File: config.mk
export PLATFORM = sky130hd
export DESIGN_NAME = fir_output_decimator
export DESIGN_NICKNAME = d
export VERILOG_FILES = /design/src/rtl/fir_pkg.sv /design/src/rtl/fir_sample_fifo.sv /design/src/rtl/fir_output_decimator.sv
export SDC_FILE = /design/constraint.sdc
export NUM_CORES = 1
export LEC_CHECK = 0
export BUFFER_PORTS_ARGS = -buffer_cell sky130_fd_sc_hd__buf_2
export CAP_MARGIN = 10
export CORE_MARGIN = 5
export CORE_UTILIZATION = 45
export CTS_BUF_LIST = sky130_fd_sc_hd__clkbuf_2 sky130_fd_sc_hd__clkbuf_4 sky130_fd_sc_hd__clkbuf_8
export CTS_CLUSTER_SIZE = 25
export DETAILED_ROUTE_END_ITERATION = 10
export GPL_TIMING_DRIVEN = 0
export PLACE_DENSITY = 0.69
export SYNTH_ARGS = -nofsm -noshare
export SYNTH_HDL_FRONTEND = slang
export SYNTH_HIERARCHICAL = 1
export SYNTH_SLANG_ARGS = --single-unit
File: constraint.sdc
create_clock -name clk -period 4.4 [get_ports clk]
set_input_delay 0.44 -clock clk [delete_from_list [all_inputs] [get_ports clk]]
set_output_delay 0.44 -clock clk [all_outputs]
set_load 0.05 [all_outputs]
File: src/rtl/fir_pkg.sv
// Shared constants and sample type for the FIR output decimator.
package fir_pkg;

  localparam int unsigned FIR_DATA_W     = 16;
  localparam int unsigned FIR_DECIM_LOG2 = 2;
  localparam int unsigned FIR_FIFO_AW    = 3;
  localparam int unsigned DECIM          = 1 << FIR_DECIM_LOG2;

  typedef logic signed [FIR_DATA_W-1:0] sample_t;

endpackage

File: src/rtl/fir_sample_fifo.sv
// Synchronous show-ahead FIFO; head word is read combinationally from the array.
module fir_sample_fifo #(
  parameter int unsigned W  = 16,
  parameter int unsigned AW = 3
) (
  input  logic          clk,
  input  logic          reset,
  input  logic          push,
  input  logic          pop,
  input  logic [W-1:0]  wdata,
  output logic [W-1:0]  rdata,
  output logic          full,
  output logic          empty,
  output logic [AW:0]   level
);

  localparam int unsigned DEPTH = 1 << AW;

  logic [AW:0]  wr_ptr;
  logic [AW:0]  rd_ptr;
  logic [W-1:0] mem [DEPTH];
  logic         do_pop_c;
  logic         do_push_c;

  // Extra MSB on each pointer distinguishes full from empty.
  assign empty     = (wr_ptr == rd_ptr);
  assign full      = (wr_ptr[AW-1:0] == rd_ptr[AW-1:0]) && (wr_ptr[AW] != rd_ptr[AW]);
  assign level     = wr_ptr - rd_ptr;
  assign rdata     = mem[rd_ptr[AW-1:0]];
  assign do_pop_c  = pop & ~empty;
  assign do_push_c = push & (~full | do_pop_c);

  always_ff @(posedge clk or negedge reset) begin
    if (!reset) begin
      wr_ptr <= '0;
      rd_ptr <= '0;
      for (int i = 0; i < int'(DEPTH); i++) mem[i] <= '0;
    end else begin
      if (do_push_c) begin
        mem[wr_ptr[AW-1:0]] <= wdata;
        wr_ptr              <= wr_ptr + (AW+1)'(1);
      end
      if (do_pop_c) rd_ptr <= rd_ptr + (AW+1)'(1);
    end
  end

endmodule

File: src/rtl/fir_output_decimator.sv
// Power-of-two decimator for the FIR output stream, buffered by a show-ahead FIFO.
// Define FIR_DECIM_AVG_EN to average each group instead of picking its last sample.
module fir_output_decimator
  import fir_pkg::*;
#(
  parameter int unsigned DATA_W     = FIR_DATA_W,
  parameter int unsigned DECIM_LOG2 = FIR_DECIM_LOG2,
  parameter int unsigned FIFO_AW    = FIR_FIFO_AW
) (
  input  logic                     clk,
  input  logic                     reset,
  input  logic                     in_valid,
  input  logic signed [DATA_W-1:0] in_data,
  output logic                     out_valid,
  input  logic                     out_ready,
  output logic signed [DATA_W-1:0] out_data,
  output logic [FIFO_AW:0]         fifo_level,
  output logic                     overflow,
  input  logic                     clr_ovf
);

  logic [DECIM_LOG2-1:0]     phase;
  logic                      dec_valid;
  logic signed [DATA_W-1:0]  dec_data;
  logic signed [DATA_W-1:0]  dec_nxt_c;
  logic                      dec_evt_c;
  logic                      fifo_full;
  logic                      fifo_empty;
  logic                      pop_c;
  logic                      ovf_set_c;

  assign dec_evt_c = in_valid & (&phase);

`ifdef FIR_DECIM_AVG_EN
  localparam int unsigned ACC_W = DATA_W + DECIM_LOG2;

  logic signed [ACC_W-1:0] acc;
  logic signed [ACC_W-1:0] sum_c;
  logic signed [ACC_W:0]   rnd_c;

  // Round half up before the arithmetic shift; the mean always fits DATA_W.
  assign sum_c     = acc + ACC_W'(in_data);
  assign rnd_c     = (ACC_W+1)'(sum_c) + (ACC_W+1)'(1 << (DECIM_LOG2-1));
  assign dec_nxt_c = DATA_W'(rnd_c >>> DECIM_LOG2);

  always_ff @(posedge clk or negedge reset) begin
    if (!reset) begin
      acc <= '0;
    end else if (in_valid) begin
      acc <= dec_evt_c ? '0 : sum_c;
    end
  end
`else
  assign dec_nxt_c = in_data;
`endif

  always_ff @(posedge clk or negedge reset) begin
    if (!reset) begin
      phase     <= '0;
      dec_valid <= 1'b0;
      dec_data  <= '0;
    end else begin
      dec_valid <= dec_evt_c;
      if (in_valid)  phase    <= phase + DECIM_LOG2'(1);
      if (dec_evt_c) dec_data <= dec_nxt_c;
    end
  end

  assign pop_c     = out_valid & out_ready;
  assign ovf_set_c = dec_valid & fifo_full & ~pop_c;

  // Sticky drop flag; a new drop beats a simultaneous clear.
  always_ff @(posedge clk or negedge reset) begin
    if (!reset) begin
      overflow <= 1'b0;
    end else if (ovf_set_c) begin
      overflow <= 1'b1;
    end else if (clr_ovf) begin
      overflow <= 1'b0;
    end
  end

  fir_sample_fifo #(
    .W  (DATA_W),
    .AW (FIFO_AW)
  ) u_fifo (
    .clk   (clk),
    .reset (reset),
    .push  (dec_valid),
    .pop   (pop_c),
    .wdata (dec_data),
    .rdata (out_data),
    .full  (fifo_full),
    .empty (fifo_empty),
    .level (fifo_level)
  );

  assign out_valid = ~fifo_empty;

endmodule

; ---- Yosys cells after proc, flatten, opt, wreduce, memory -nomap -nowiden
; Index checks and enable logic that the tools add are counted.
[word_totals]
reg_bits = 156
inputBits = 21
out_inout_bits = 22
elab_cells = 48
[classes]
addsub = 4
order_cmp = 3
eq_ne = 3
muxes = 8
bitwise = 12
n_reduce_logical = 4
[op_table]
columns = cell, n
row1 = bitwise mux 128 bit, 1
row2 = binary-select mux 16 bit (select 3 bit), 1
row3 = demux 16 bit (select 3 bit), 1
row4 = two-way mux 16 bit, 3
row5 = adder 4 x 1 -> 4 bit (second input constant), 2
row6 = >= comparator 4 bit (second input constant), 2
row7 = inverter 3 -> 4 bit, 2
row8 = bitwise AND 1 bit, 6
row9 = equality test 4 bit, 1
row10 = less-than comparator 4 x 1 -> 1 bit (second input constant), 1
row11 = subtractor 4 bit, 1
row12 = equality test 3 bit, 1
row13 = inverter 1 bit, 3
row14 = adder 2 x 1 -> 2 bit (second input constant), 1
row15 = logical AND 1 bit, 2
row16 = two-way mux 1 bit, 2
row17 = AND reduction 2 bit, 1
row18 = nonzero test 2 bit, 1
row19 = != test 1 bit, 1
row20 = bitwise OR 1 bit, 1

; ---- Longest topological paths before layout
[depth]
depth_word = 6
depth_mapped = 12

; ---- Hierarchy
; The synthesis kept the hierarchy.
[modules_own_cells]
columns = module, instances, cells_per_inst, area_per_inst_um2
row1 = fir_sample_fifo, 1, 419, 6401.1
row2 = fir_output_decimator, 1, 47, 797.0

; ---- Least setup slack after synthesis
; OpenSTA, ideal clock, no wires.
[synth_timing]
path_type = flip-flop to flip-flop
start = reg u_fifo.rd_ptr[2]
end = reg u_fifo/mem[21] (netlist bit)
arrival_time_ps = 3022
required_ps = 4275
path_slack_ps = 1253
path_stages_with_launch = 13
path_buffers = 4
synth_period_minus_slack_ps = 3147
cell_sequence = dfrtp_1 > clkbuf_1 > clkinv_1 > clkbuf_1 > ha_1 > nand4_1 > inv_1 > nor2b_1 > nor3_2 > or4_1 > buf_6 > buf_12 > mux2_4
[synth_between]
elab_chain_cells = 6
[synth_lines]
columns = item, line
row1 = "start, declared", fir_sample_fifo.sv:20  ; logic [AW:0] rd_ptr;
row2 = "start signal, assigned", fir_sample_fifo.sv:43  ; if (do_pop_c) rd_ptr <= rd_ptr + (AW+1)'(1);
row3 = equality test 4 bit, fir_sample_fifo.sv:26  ; assign empty = (wr_ptr == rd_ptr);
row4 = named net fifo_empty, fir_output_decimator.sv:28  ; logic fifo_empty;
row5 = inverter 1 bit, fir_output_decimator.sv:98  ; assign out_valid = ~fifo_empty;
row6 = bitwise AND 1 bit, fir_output_decimator.sv:69  ; assign pop_c = out_valid & out_ready;
row7 = named net pop_c, fir_output_decimator.sv:29  ; logic pop_c;
row8 = bitwise AND 1 bit, fir_sample_fifo.sv:30  ; assign do_pop_c = pop & ~empty;
row9 = bitwise OR 1 bit, fir_sample_fifo.sv:31  ; assign do_push_c = push & (~full | do_pop_c);
row10 = bitwise AND 1 bit, fir_sample_fifo.sv:31
row11 = "end signal, assigned by index", fir_sample_fifo.sv:40  ; mem[wr_ptr[AW-1:0]] <= wdata;
row12 = "end, declared", fir_sample_fifo.sv:21  ; logic [W-1:0] mem [DEPTH];
; The timed path passes the listed nets, and every way through them passes these cells.
; A chain may end at the register's enable or synchronous reset.

; ---- Final worst setup path
[layout_timing]
start = reg u_fifo.rd_ptr[2]
end = reg u_fifo/mem[42] (netlist bit)
; Same word-level chain as after synthesis.

==> metrics.txt <==
Yosys warning count 6; row count 46; syn nets 494; # resized after CTS 0; sequential power share 0.385; sw frac 0.396; Final period util 0.908; # Post-CTS Setup Buffers 0; CTS buffer count 17; layout cell share with drive strength beyond 1 0.516; synthesized cell area 7200 µm²; routed wire length 14800 µm; Synth Area in Adders 0.0132; Total Neg Setup Slack 0 ps; combinational family with the most area after synthesis multiplexers; multi-input logic area 3060 µm²; syn_area_per_cell 15.4 µm²; final setup skew 7.53 ps; Netlist cell types 34; DRC Markers 0; critical path type flip-flop to flip-flop; RSZ-0062 raised after global routing no; TritonCTS clock tree built; routability cong. 0.760; DRT Pass-1 Iters 4; Routed WL per cell 19.6 µm; CP Capture Type flip-flop; diodes inserted 0; Root Buffer Master clkbuf_8; Inst Count DP 725; crit-path max FO 10; io pins 43; overall routing resource usage 0.176; cell area after layout 8140 µm²; Hold Crit Class input pin to flip-flop; max_cap viols 0; final hold vios 0; DR iter-0 viols 277; Worst-Margin Slew 810 ps; Seq/Total Area, Yosys 0.542; Die Height 136 µm; pin count of the biggest net entering global routing 103; total core area 15800 µm²; Worst EP arrival 4320 ps; vias in the first global route 4395; average via count per standard cell 5.30; Leak 3.95 nW; synthesized netlist cell count 466; Tmin final 4000 ps; synth-to-layout area growth 13.1%; Worst VDD drop 359 µV; clock tree sinks 156; total number of vias 4009; Max Clk Rate 0.250 GHz; startpoint types flip-flop; Die Wd 136 µm; Comb pwr share 0.443; Simple-Gate Fraction of Synth Area 0.0508; input/output buffers 42; non-filler instance count after layout 757; first-pass GRT wire length 24500 µm; initial antenna violation count 0; FILL cells 1359; worst skew pair latency 450 ps; sequential cell area 3900 µm²; Synth Area in Compound Gates 0.00261; Clock Power Share 0.172; clock transition at the registers of the reported paths 80 ps; Power Dens Cells 796 nW/µm²; die area 18600 µm²; post-route ant nets 0; status finished clean; CP required 4730 ps; maximum clock path buffer count 2; Yosys reg bits 156; P_int 3.92 mW; setup violators final 0; post-DP HPWL 9720 µm; Rel. slew slack 0.460; mux cell area share after synthesis 0.345; Initial Util 0.456; overflow left after global routing 0; Synth Area in XOR/XNOR 0.0132; Final Max Slew Viols 0; Post-DP Area 7710 µm²; CTS H-tree lvls 4; WHS 187 ps; Net Sw Power 2.56 mW; Net count, final 556
through the flow:
step | total power, mW | utilization | worst slack, ps
floorplan | 4.67 | - | 1250
global placement | 5.29 | 0.487 | 170
detailed placement | 5.43 | 0.489 | 130
CTS | 6.55 | 0.516 | 104
global route | 6.87 | 0.516 | 170
finish | 6.48 | 0.516 | 404
Yosys cell counts, drive strengths merged:
library cell / n / area [µm²]
fa: 1 / 20.0
buf: 17 / 160
a21oi: 1 / 5.00
nand4: 3 / 40.0
nand2: 53 / 206
o22ai: 1 / 6.26
nor2: 1 / 3.75
and2: 1 / 6.26
and3: 1 / 6.26
mux2: 147 / 1760
a21o: 1 / 7.51
nor2b: 2 / 12.5
xnor2: 9 / 86.3
ha: 6 / 75.1
or3: 3 / 20.0
mux4: 32 / 721
xor2: 1 / 8.76
dfrtp: 156 / 3900
nor3: 1 / 10.0
clkinv: 1 / 3.75
nand3: 7 / 45.0
or4: 2 / 15.0
inv: 10 / 37.5
clkbuf: 9 / 33.8
cell families (layout without fill, tap and decap cells):
kind of cell    after synthesis  after routing
compound gates                3              3
mux                         179            179
fa+ha+maj                     7              7
simple gates                 74             74
buf+inv                      37            112
flops                       156            156
xor+xnor                     10             10
placed cells by master (no fill, tap or decap), drive strengths merged, types with 2 or more instances in the layout:
cell and instances:
nand3 7, or3 3, nand2 53, bufinv 2, ha 6, nor2b 2
clkinv 2, xnor2 9, dfrtp 156, mux4 32, or4 2, clkinvlp 2
nand4 3, inv 10, clkbuf 35, mux2 147, buf 60
power groups by stage:
stage / registers (mW) / clock network (mW) / logic (mW)
after CTS: 2.47 / 1.14 / 2.93
after global placement: 2.44 / 0 / 2.86
after global routing: 2.58 / 1.21 / 3.09
final: 2.49 / 1.11 / 2.87
after floorplan: 2.34 / 0 / 2.33
after detailed placement: 2.50 / 0 / 2.93
sequential cells by signal, indices dropped and copies added (netlist names):
signal	count
u_fifo/mem	128
dec_data	16
u_fifo/rd_ptr	4
u_fifo/wr_ptr	4
phase	2
dec_valid	1
overflow	1
metal layers:
layer | track usage | part of all wire | up-vias
li1 | - | - | 1803
met1 | 0.232 | 0.43 | 2107
met2 | 0.282 | 0.51 | 76
met3 | 0.0422 | 0.041 | 23
met4 | 0.0649 | 0.022 | 0
met5 | 0 | 0 | -
critical path: stages, from the launching register on:
cell,delay [ps]
dfrtp_1,660
clkinv_1,410
clkbuf_1,410
ha_1,460
nand4_1,180
inv_1,80
nor2b_1,380
nor3_2,140
or3_1,350
buf_2,210
buf_2,270
mux2_2,320
worst paths after layout:
| check | cells past startpoint | start | endpoint | slack (ps) |
|---|---|---|---|---|
| worst min register to register | 1 | phase[0]$_DFFE_PN0P_ | phase[0]$_DFFE_PN0P_ | 480 |
| worst max-delay path | 11 | u_fifo/rd_ptr[2]$_DFFE_PN0P_ | u_fifo/mem[42]$_DFFE_PN0P_ | 400 |
| max in group asynchronous | 3 | reset | u_fifo/mem[75]$_DFFE_PN0P_ | 2990 |
| min in group asynchronous | 2 | reset | u_fifo/mem[50]$_DFFE_PN0P_ | 510 |
| worst min-delay path | 2 | clr_ovf | overflow$_DFFE_PN0P_ | 190 |
| worst max register to register | 11 | u_fifo/rd_ptr[2]$_DFFE_PN0P_ | u_fifo/mem[42]$_DFFE_PN0P_ | 400 |
timing repair:
item | CTS | global route
setup endpoints to repair | 0 | 64
hold buffers | 1 | 0
hold endpoints to repair | 54 | 0
area by class of cell:
type	instances	share of cell area
repair buffers	44	0.0312
plain buffers	25	0.0234
clock inverters	5	0.00984
clock buffers	27	0.0418
flip-flops and latches	156	0.480
well taps	216	0.0332
inverters	11	0.00507
multi-input cells	273	0.376
Note: power is estimated with default switching activity, not from simulation.
